[config.mk]
export PLATFORM = sky130hd
export DESIGN_NAME = mips_lsu_bus
export DESIGN_NICKNAME = d
export VERILOG_FILES = /design/src/rtl/mips_pkg.sv /design/src/rtl/mips_lsu_lane_align.sv /design/src/rtl/mips_lsu_bus.sv
export SDC_FILE = /design/constraint.sdc
export NUM_CORES = 1
export LEC_CHECK = 0
export CAP_MARGIN = 20
export CORE_MARGIN = 3
export CORE_UTILIZATION = 49
export DETAILED_ROUTE_END_ITERATION = 8
export PLACE_DENSITY = 0.77
export SETUP_SLACK_MARGIN = 0.5
export SYNTH_ARGS = -nofsm -noshare
export SYNTH_HDL_FRONTEND = slang
export SYNTH_SLANG_ARGS = --single-unit
[constraint.sdc]
create_clock -name clk -period 4.6 [get_ports clk]
set_clock_uncertainty 0.2 [all_clocks]
set_input_delay 0.46 -clock clk [delete_from_list [all_inputs] [get_ports clk]]
set_output_delay 0.46 -clock clk [all_outputs]
set_load 0.01 [all_outputs]
[src/rtl/mips_pkg.sv]
// Shared types for the MIPS load/store unit: access size, load mode,
// response cause, FSM state and the captured request record.
package mips_pkg;

  typedef enum logic [1:0] {
    SZ_BYTE = 2'd0,
    SZ_HALF = 2'd1,
    SZ_WORD = 2'd2
  } size_t;

  typedef enum logic [1:0] {
    MODE_NORMAL = 2'd0,
    MODE_LWL    = 2'd1,
    MODE_LWR    = 2'd2
  } lsmode_t;

  typedef enum logic [1:0] {
    CAUSE_NONE     = 2'd0,
    CAUSE_MISALIGN = 2'd1,
    CAUSE_TIMEOUT  = 2'd2
  } cause_t;

  typedef enum logic [1:0] {
    ST_IDLE = 2'd0,
    ST_BUS  = 2'd1,
    ST_LAT  = 2'd2,
    ST_RESP = 2'd3
  } state_t;

  // Request fields that must outlive the request cycle.
  typedef struct packed {
    logic        write;
    size_t       size;
    logic        sgn;
    lsmode_t     mode;
    logic [1:0]  k;
    logic [31:0] rt_old;
  } req_t;

  // HALF needs an even address; a plain WORD needs a word address.
  // LWL/LWR exist precisely to handle unaligned words, and stores ignore mode.
  function automatic logic is_misaligned(input logic write, input size_t size,
                                         input lsmode_t mode, input logic [1:0] k);
    logic mis;
    mis = 1'b0;
    if (size == SZ_HALF && k[0]) mis = 1'b1;
    if (size == SZ_WORD && (write || mode == MODE_NORMAL) && k != 2'b00) mis = 1'b1;
    return mis;
  endfunction

endpackage

[src/rtl/mips_lsu_lane_align.sv]
// Little-endian byte-lane steering: store data/byteenable replication and
// load extract, extend and LWL/LWR merge. Purely combinational.
module mips_lsu_lane_align
  import mips_pkg::*;
(
  input  logic        write,
  input  size_t       size,
  input  logic        sgn,
  input  lsmode_t     mode,
  input  logic [1:0]  k,
  input  logic [31:0] wdata,
  input  logic [31:0] rdata,
  input  logic [31:0] rt_old,
  output logic [31:0] wdata_lane,
  output logic [3:0]  be,
  output logic [31:0] rdata_out
);

  logic [4:0]  sh_r;
  logic [4:0]  sh_l;
  logic [7:0]  byte_sel;
  logic [15:0] half_sel;

  // 8*k and 8*(3-k); for a 2-bit k, 3-k is simply ~k.
  assign sh_r     = {k, 3'b000};
  assign sh_l     = {~k, 3'b000};
  assign byte_sel = rdata[sh_r +: 8];
  assign half_sel = k[1] ? rdata[31:16] : rdata[15:0];

  // Lane steering for stores, extraction/merge for loads.
  always_comb begin
    wdata_lane = wdata;
    be         = 4'b1111;
    rdata_out  = rdata;
    if (write) begin
      case (size)
        SZ_BYTE: begin
          be         = 4'b0001 << k;
          wdata_lane = {4{wdata[7:0]}};
        end
        SZ_HALF: begin
          be         = k[1] ? 4'b1100 : 4'b0011;
          wdata_lane = {2{wdata[15:0]}};
        end
        default: ;
      endcase
    end else begin
      case (mode)
        MODE_LWL: rdata_out = (rdata << sh_l) | (rt_old & ~(32'hFFFF_FFFF << sh_l));
        MODE_LWR: rdata_out = (rdata >> sh_r) | (rt_old & ~(32'hFFFF_FFFF >> sh_r));
        default: begin
          case (size)
            SZ_BYTE: rdata_out = {{24{sgn & byte_sel[7]}}, byte_sel};
            SZ_HALF: rdata_out = {{16{sgn & half_sel[15]}}, half_sel};
            default: rdata_out = rdata;
          endcase
        end
      endcase
    end
  end

endmodule

[src/rtl/mips_lsu_bus.sv]
// Load/store unit between the MIPS core and an Avalon-MM master port.
// One request in flight; registered bus and response outputs.
//
// state   | meaning
// IDLE    | ready for a request
// BUS     | read/write asserted, waiting for waitrequest=0 or timeout
// LAT     | load accepted, counting read latency before sampling readdata
// RESP    | resp_valid pulse
module mips_lsu_bus
  import mips_pkg::*;
#(
  parameter int ADDR_W       = 32,
  parameter int READ_LATENCY = 1,
  parameter int TIMEOUT      = 0
) (
  input  logic              clk,
  input  logic              reset,
  input  logic              req_valid,
  output logic              req_ready,
  input  logic              req_write,
  input  logic [1:0]        req_size,
  input  logic              req_signed,
  input  logic [1:0]        req_mode,
  input  logic [ADDR_W-1:0] req_addr,
  input  logic [31:0]       req_wdata,
  input  logic [31:0]       req_rt_old,
  output logic              resp_valid,
  output logic [31:0]       resp_rdata,
  output logic [1:0]        resp_cause,
  output logic [ADDR_W-1:0] address,
  output logic              write,
  output logic              read,
  input  logic              waitrequest,
  output logic [31:0]       writedata,
  output logic [3:0]        byteenable,
  input  logic [31:0]       readdata
);

  localparam logic [1:0]  LAT_INIT = 2'(READ_LATENCY - 1);
  localparam logic [15:0] TO_LIMIT = 16'(TIMEOUT);

  state_t            state_q, state_d;
  req_t              req_q, req_d;
  req_t              req_live, lane_req;
  logic [1:0]        lat_cnt_q, lat_cnt_d;
  logic [15:0]       wait_cnt_q, wait_cnt_d;
  logic [ADDR_W-1:0] address_q, address_d;
  logic              read_q, read_d;
  logic              write_q, write_d;
  logic [31:0]       writedata_q, writedata_d;
  logic [3:0]        byteenable_q, byteenable_d;
  logic              resp_valid_q, resp_valid_d;
  logic [31:0]       resp_rdata_q, resp_rdata_d;
  cause_t            resp_cause_q, resp_cause_d;
  logic [31:0]       lane_wdata;
  logic [3:0]        lane_be;
  logic [31:0]       lane_rdata;

  // Live request fields; the lane logic sees these in IDLE (store steering)
  // and the captured copy afterwards (load extract/merge).
  always_comb begin
    req_live.write  = req_write;
    req_live.size   = size_t'(req_size);
    req_live.sgn    = req_signed;
    req_live.mode   = lsmode_t'(req_mode);
    req_live.k      = req_addr[1:0];
    req_live.rt_old = req_rt_old;
    lane_req        = (state_q == ST_IDLE) ? req_live : req_q;
  end

  mips_lsu_lane_align u_lane (
    .write      (lane_req.write),
    .size       (lane_req.size),
    .sgn        (lane_req.sgn),
    .mode       (lane_req.mode),
    .k          (lane_req.k),
    .wdata      (req_wdata),
    .rdata      (readdata),
    .rt_old     (lane_req.rt_old),
    .wdata_lane (lane_wdata),
    .be         (lane_be),
    .rdata_out  (lane_rdata)
  );

  // Next-state and next-output logic.
  always_comb begin
    state_d      = state_q;
    req_d        = req_q;
    lat_cnt_d    = lat_cnt_q;
    wait_cnt_d   = wait_cnt_q;
    address_d    = address_q;
    read_d       = read_q;
    write_d      = write_q;
    writedata_d  = writedata_q;
    byteenable_d = byteenable_q;
    resp_valid_d = 1'b0;
    resp_rdata_d = resp_rdata_q;
    resp_cause_d = resp_cause_q;
    case (state_q)
      ST_IDLE: begin
        if (req_valid) begin
          req_d = req_live;
          if (is_misaligned(req_live.write, req_live.size, req_live.mode, req_live.k)) begin
            state_d      = ST_RESP;
            resp_valid_d = 1'b1;
            resp_rdata_d = '0;
            resp_cause_d = CAUSE_MISALIGN;
          end else begin
            state_d      = ST_BUS;
            address_d    = {req_addr[ADDR_W-1:2], 2'b00};
            read_d       = ~req_write;
            write_d      = req_write;
            writedata_d  = lane_wdata;
            byteenable_d = lane_be;
            wait_cnt_d   = '0;
          end
        end
      end
      ST_BUS: begin
        if (!waitrequest) begin
          read_d  = 1'b0;
          write_d = 1'b0;
          if (req_q.write) begin
            state_d      = ST_RESP;
            resp_valid_d = 1'b1;
            resp_rdata_d = '0;
            resp_cause_d = CAUSE_NONE;
          end else begin
            state_d   = ST_LAT;
            lat_cnt_d = LAT_INIT;
          end
        end else begin
          wait_cnt_d = wait_cnt_q + 16'd1;
          if (TIMEOUT != 0 && wait_cnt_d == TO_LIMIT) begin
            read_d       = 1'b0;
            write_d      = 1'b0;
            state_d      = ST_RESP;
            resp_valid_d = 1'b1;
            resp_rdata_d = '0;
            resp_cause_d = CAUSE_TIMEOUT;
          end
        end
      end
      ST_LAT: begin
        if (lat_cnt_q == 2'd0) begin
          state_d      = ST_RESP;
          resp_valid_d = 1'b1;
          resp_rdata_d = lane_rdata;
          resp_cause_d = CAUSE_NONE;
        end else begin
          lat_cnt_d = lat_cnt_q - 2'd1;
        end
      end
      ST_RESP: state_d = ST_IDLE;
      default: state_d = ST_IDLE;
    endcase
  end

  // State and output registers; reset drops the bus strobes immediately.
  always_ff @(posedge clk or negedge reset) begin
    if (!reset) begin
      state_q      <= ST_IDLE;
      req_q        <= '0;
      lat_cnt_q    <= '0;
      wait_cnt_q   <= '0;
      address_q    <= '0;
      read_q       <= 1'b0;
      write_q      <= 1'b0;
      writedata_q  <= '0;
      byteenable_q <= '0;
      resp_valid_q <= 1'b0;
      resp_rdata_q <= '0;
      resp_cause_q <= CAUSE_NONE;
    end else begin
      state_q      <= state_d;
      req_q        <= req_d;
      lat_cnt_q    <= lat_cnt_d;
      wait_cnt_q   <= wait_cnt_d;
      address_q    <= address_d;
      read_q       <= read_d;
      write_q      <= write_d;
      writedata_q  <= writedata_d;
      byteenable_q <= byteenable_d;
      resp_valid_q <= resp_valid_d;
      resp_rdata_q <= resp_rdata_d;
      resp_cause_q <= resp_cause_d;
    end
  end

  assign req_ready  = (state_q == ST_IDLE);
  assign address    = address_q;
  assign read       = read_q;
  assign write      = write_q;
  assign writedata  = writedata_q;
  assign byteenable = byteenable_q;
  assign resp_valid = resp_valid_q;
  assign resp_rdata = resp_rdata_q;
  assign resp_cause = resp_cause_q;

endmodule

==> out/summary.txt <==
outcome: finished, final reports clean
average wire per standard cell: 21.6 um
Ys Warns: 0
Starting Density: 0.504
Final Setup Violations: 0
Primary FF master, synth: dfrtp_1
drt first pass iters: 5
Clock Tree Buf Depth: 2
worst skew pair latency: 0.43 ns
async set-reset flop share out of synthesis: 1.00
TritonCTS clock tree: built
Post-Synthesis Cell Area: 8780 um^2
largest net degree at the start of global routing: 101
core area: 17400 um^2
layout cells sized above 1: 0.157
vias in the first global route: 7799
max-cap viol count: 0
Worst Path Required: 4.75 ns
flop-to-flop setup slack: 0.96 ns
fillcell total: 1373
Slew HR: 0.363
Total Power: 9.37 mW
CTS Root Buffer Type: clkbuf_16
RSZ-0062 raised after global routing: false
DIE AREA: 19600 um^2
Vias/cell: 5.95
diode count: 0
period utilisation layout: 0.791
CP Max Fanout: 30
power density cells: 779 nW/um^2
dpl hpwl: 21.3 mm
Critical Path Source Type: register
Worst Max-Slew Pin Slew: 0.956 ns
Fmax achieved: 275 MHz
Leakage: 5.01 nW
Area contributors post-synth: dfrtp_1 (42%), mux2_2 (13%), mux2i_1 (10%), o21ai_0 (5.5%), nand2_1 (5.3%)
Final min period: 3.64 ns
WS Path Type: register to register
Routability Congestion: 0.934
Post-synth EDFFs: 0
clock transition at the registers of the reported paths: 0.07 ns
Cells after Synth: 900
most common cell in the netlist: dfrtp_1
area leader, netlist: dfrtp_1
Post-route DRC: 0
Final ANT Viol Nets: 0
Port Buf Inserts: 240
CP Capture Type: register
Hold Crit Class: register to register
TritonCTS buffer count: 17
I/O pin count: 244
area of the multi-input gates: 4830 um^2
setup TNS: 0 ns
gr usage total: 0.295
Yosys cell types: 54
initial antenna violation count: 0
# nets final: 1258
initial DRC count: 847
clk sinks: 146
GRT overflow: 0
post-synth top area share: 0.416
Slew Viols, Final: 0
Hold Vio Cnt, Final: 0
FP Rows: 48
CTS hold repair buffers: 1
number of setup buffers added after CTS: 0
flops & latches, synth: 146
chip width: 140 um
vias post-DR: 8029
critical path data arrival time: 3.79 ns
Chip Height: 140 um
Layout area overhead: 37.0%
Seq/Total Area, Yosys: 0.416
# resized after CTS: 0
H-tree level count: 4
syn_area_per_cell: 9.76 um^2
Total Wirelength: 29.1 mm
first-pass GRT wire length: 45.4 mm
sequential cell area: 3650 um^2
worst ir drop on vdd: 0.000421 V
list of most frequent post-synthesis cells: dfrtp_1 (146), nand2_1 (124), mux2_2 (104), o21ai_0 (96), mux2i_1 (92)
-- cell usage in the layout, fill, tap and decap left out, types with 2 or more instances in the layout --
master           count
o21ai_0             96
nand3_1             12
nand2_1            124
a311o_1              8
o21ai_1              3
a31oi_1             10
buf_4               22
o22ai_1              9
inv_6                3
nor3_1              11
nand2b_1             4
bufinv_16            4
clkbuf_16           17
nor2_1              28
nor2b_1              5
mux2_2             104
a311oi_1             7
inv_8                2
clkdlybuf4s50_1    239
a221oi_1            14
ha_1                 6
a211oi_1            11
o211ai_1            12
mux2i_1             90
and3_1              16
or2_2                2
o311ai_0             4
a22oi_1              6
mux2i_4              2
inv_1               11
conb_1               3
a21oi_1             43
dfrtp_1            146
a21o_1               2
clkinvlp_4           3
nor2_2               2
o221ai_1             3
o31ai_1             16
-- worst paths after layout --
path,depth (start not counted),end,startpoint
worst max-delay path,13,resp_rdata[20],state_q[0]
worst min-delay path,2,writedata[8],writedata[8]
worst max register to register,13,resp_rdata[20],state_q[0]
worst min register to register,2,writedata[8],writedata[8]
max in group asynchronous,3,resp_rdata[7],reset
min in group asynchronous,2,address[2],reset
-- per-stage QoR --
| stage | util | instances | cell area (um^2) | setup slack (ns) | hold WS [ns] |
|---|---|---|---|---|---|
| floorplan | - | 902 | 8790 | 0.548 | -0.0356 |
| global placement | 0.653 | 1317 | 11400 | 1.05 | 0.259 |
| detailed placement | 0.653 | 1317 | 11400 | 1.03 | 0.269 |
| CTS | 0.690 | 1349 | 12000 | 1.00 | 0.283 |
| global route | 0.691 | 1350 | 12000 | 0.759 | 0.301 |
| finish | 0.691 | 1350 | 12000 | 0.963 | 0.278 |
-- critical path, cell delays in order (launching register included) --
cell	delay, ns
dfrtp_1	0.44
inv_1	0.16
ha_4	0.46
mux2_2	0.41
inv_1	0.06
ha_1	0.13
buf_4	0.21
nor2b_1	0.17
buf_4	0.24
nand2_1	0.08
o21ai_1	0.47
a211oi_1	0.17
and3_1	0.21
o21ai_0	0.13
-- registers in the layout, indices dropped and copies added, names as in the netlist --
name        cells
address        30
byteenable      4
resp_valid      1
resp_rdata     32
write           1
writedata      32
resp_cause      1
lat_cnt_q       2
state_q         2
read            1
req_q          40
-- layout make-up --
cell class	instances	area share
Multi-Input combinational cell	674	0.402
Sequential cell	146	0.304
Timing Repair Buffer	263	0.214
Clock buffer	18	0.0365
Tap cell	225	0.0234
Clock inverter	13	0.0166
Inverter	11	0.00343
-- per-layer routing --
metal | vias to the layer above | routed length, um | GRT usage
met5 | - | 0 | 0
met4 | 0 | 625 | 0.0831
li1 | 3735 | - | -
met2 | 437 | 13100 | 0.446
met3 | 44 | 3380 | 0.0997
met1 | 3813 | 12000 | 0.406
-- power breakdown --
part | internal, mW | switching [mW] | leakage (nW) | total, mW
clock network | 0.933 | 0.608 | 0.303 | 1.54
registers | 1.90 | 0.365 | 1.81 | 2.27
logic | 2.50 | 3.06 | 2.90 | 5.56
-- kinds of logic after synthesis --
logic type      Yosys count  synth area share
buf+inv                  82            0.0393
mux                     199             0.244
simple gates            212             0.107
compound gates          253             0.183
fa+ha+maj                 7           0.00997
flops                   146             0.416
other cells               1          0.000427
Power figures use the tool's default switching activity.
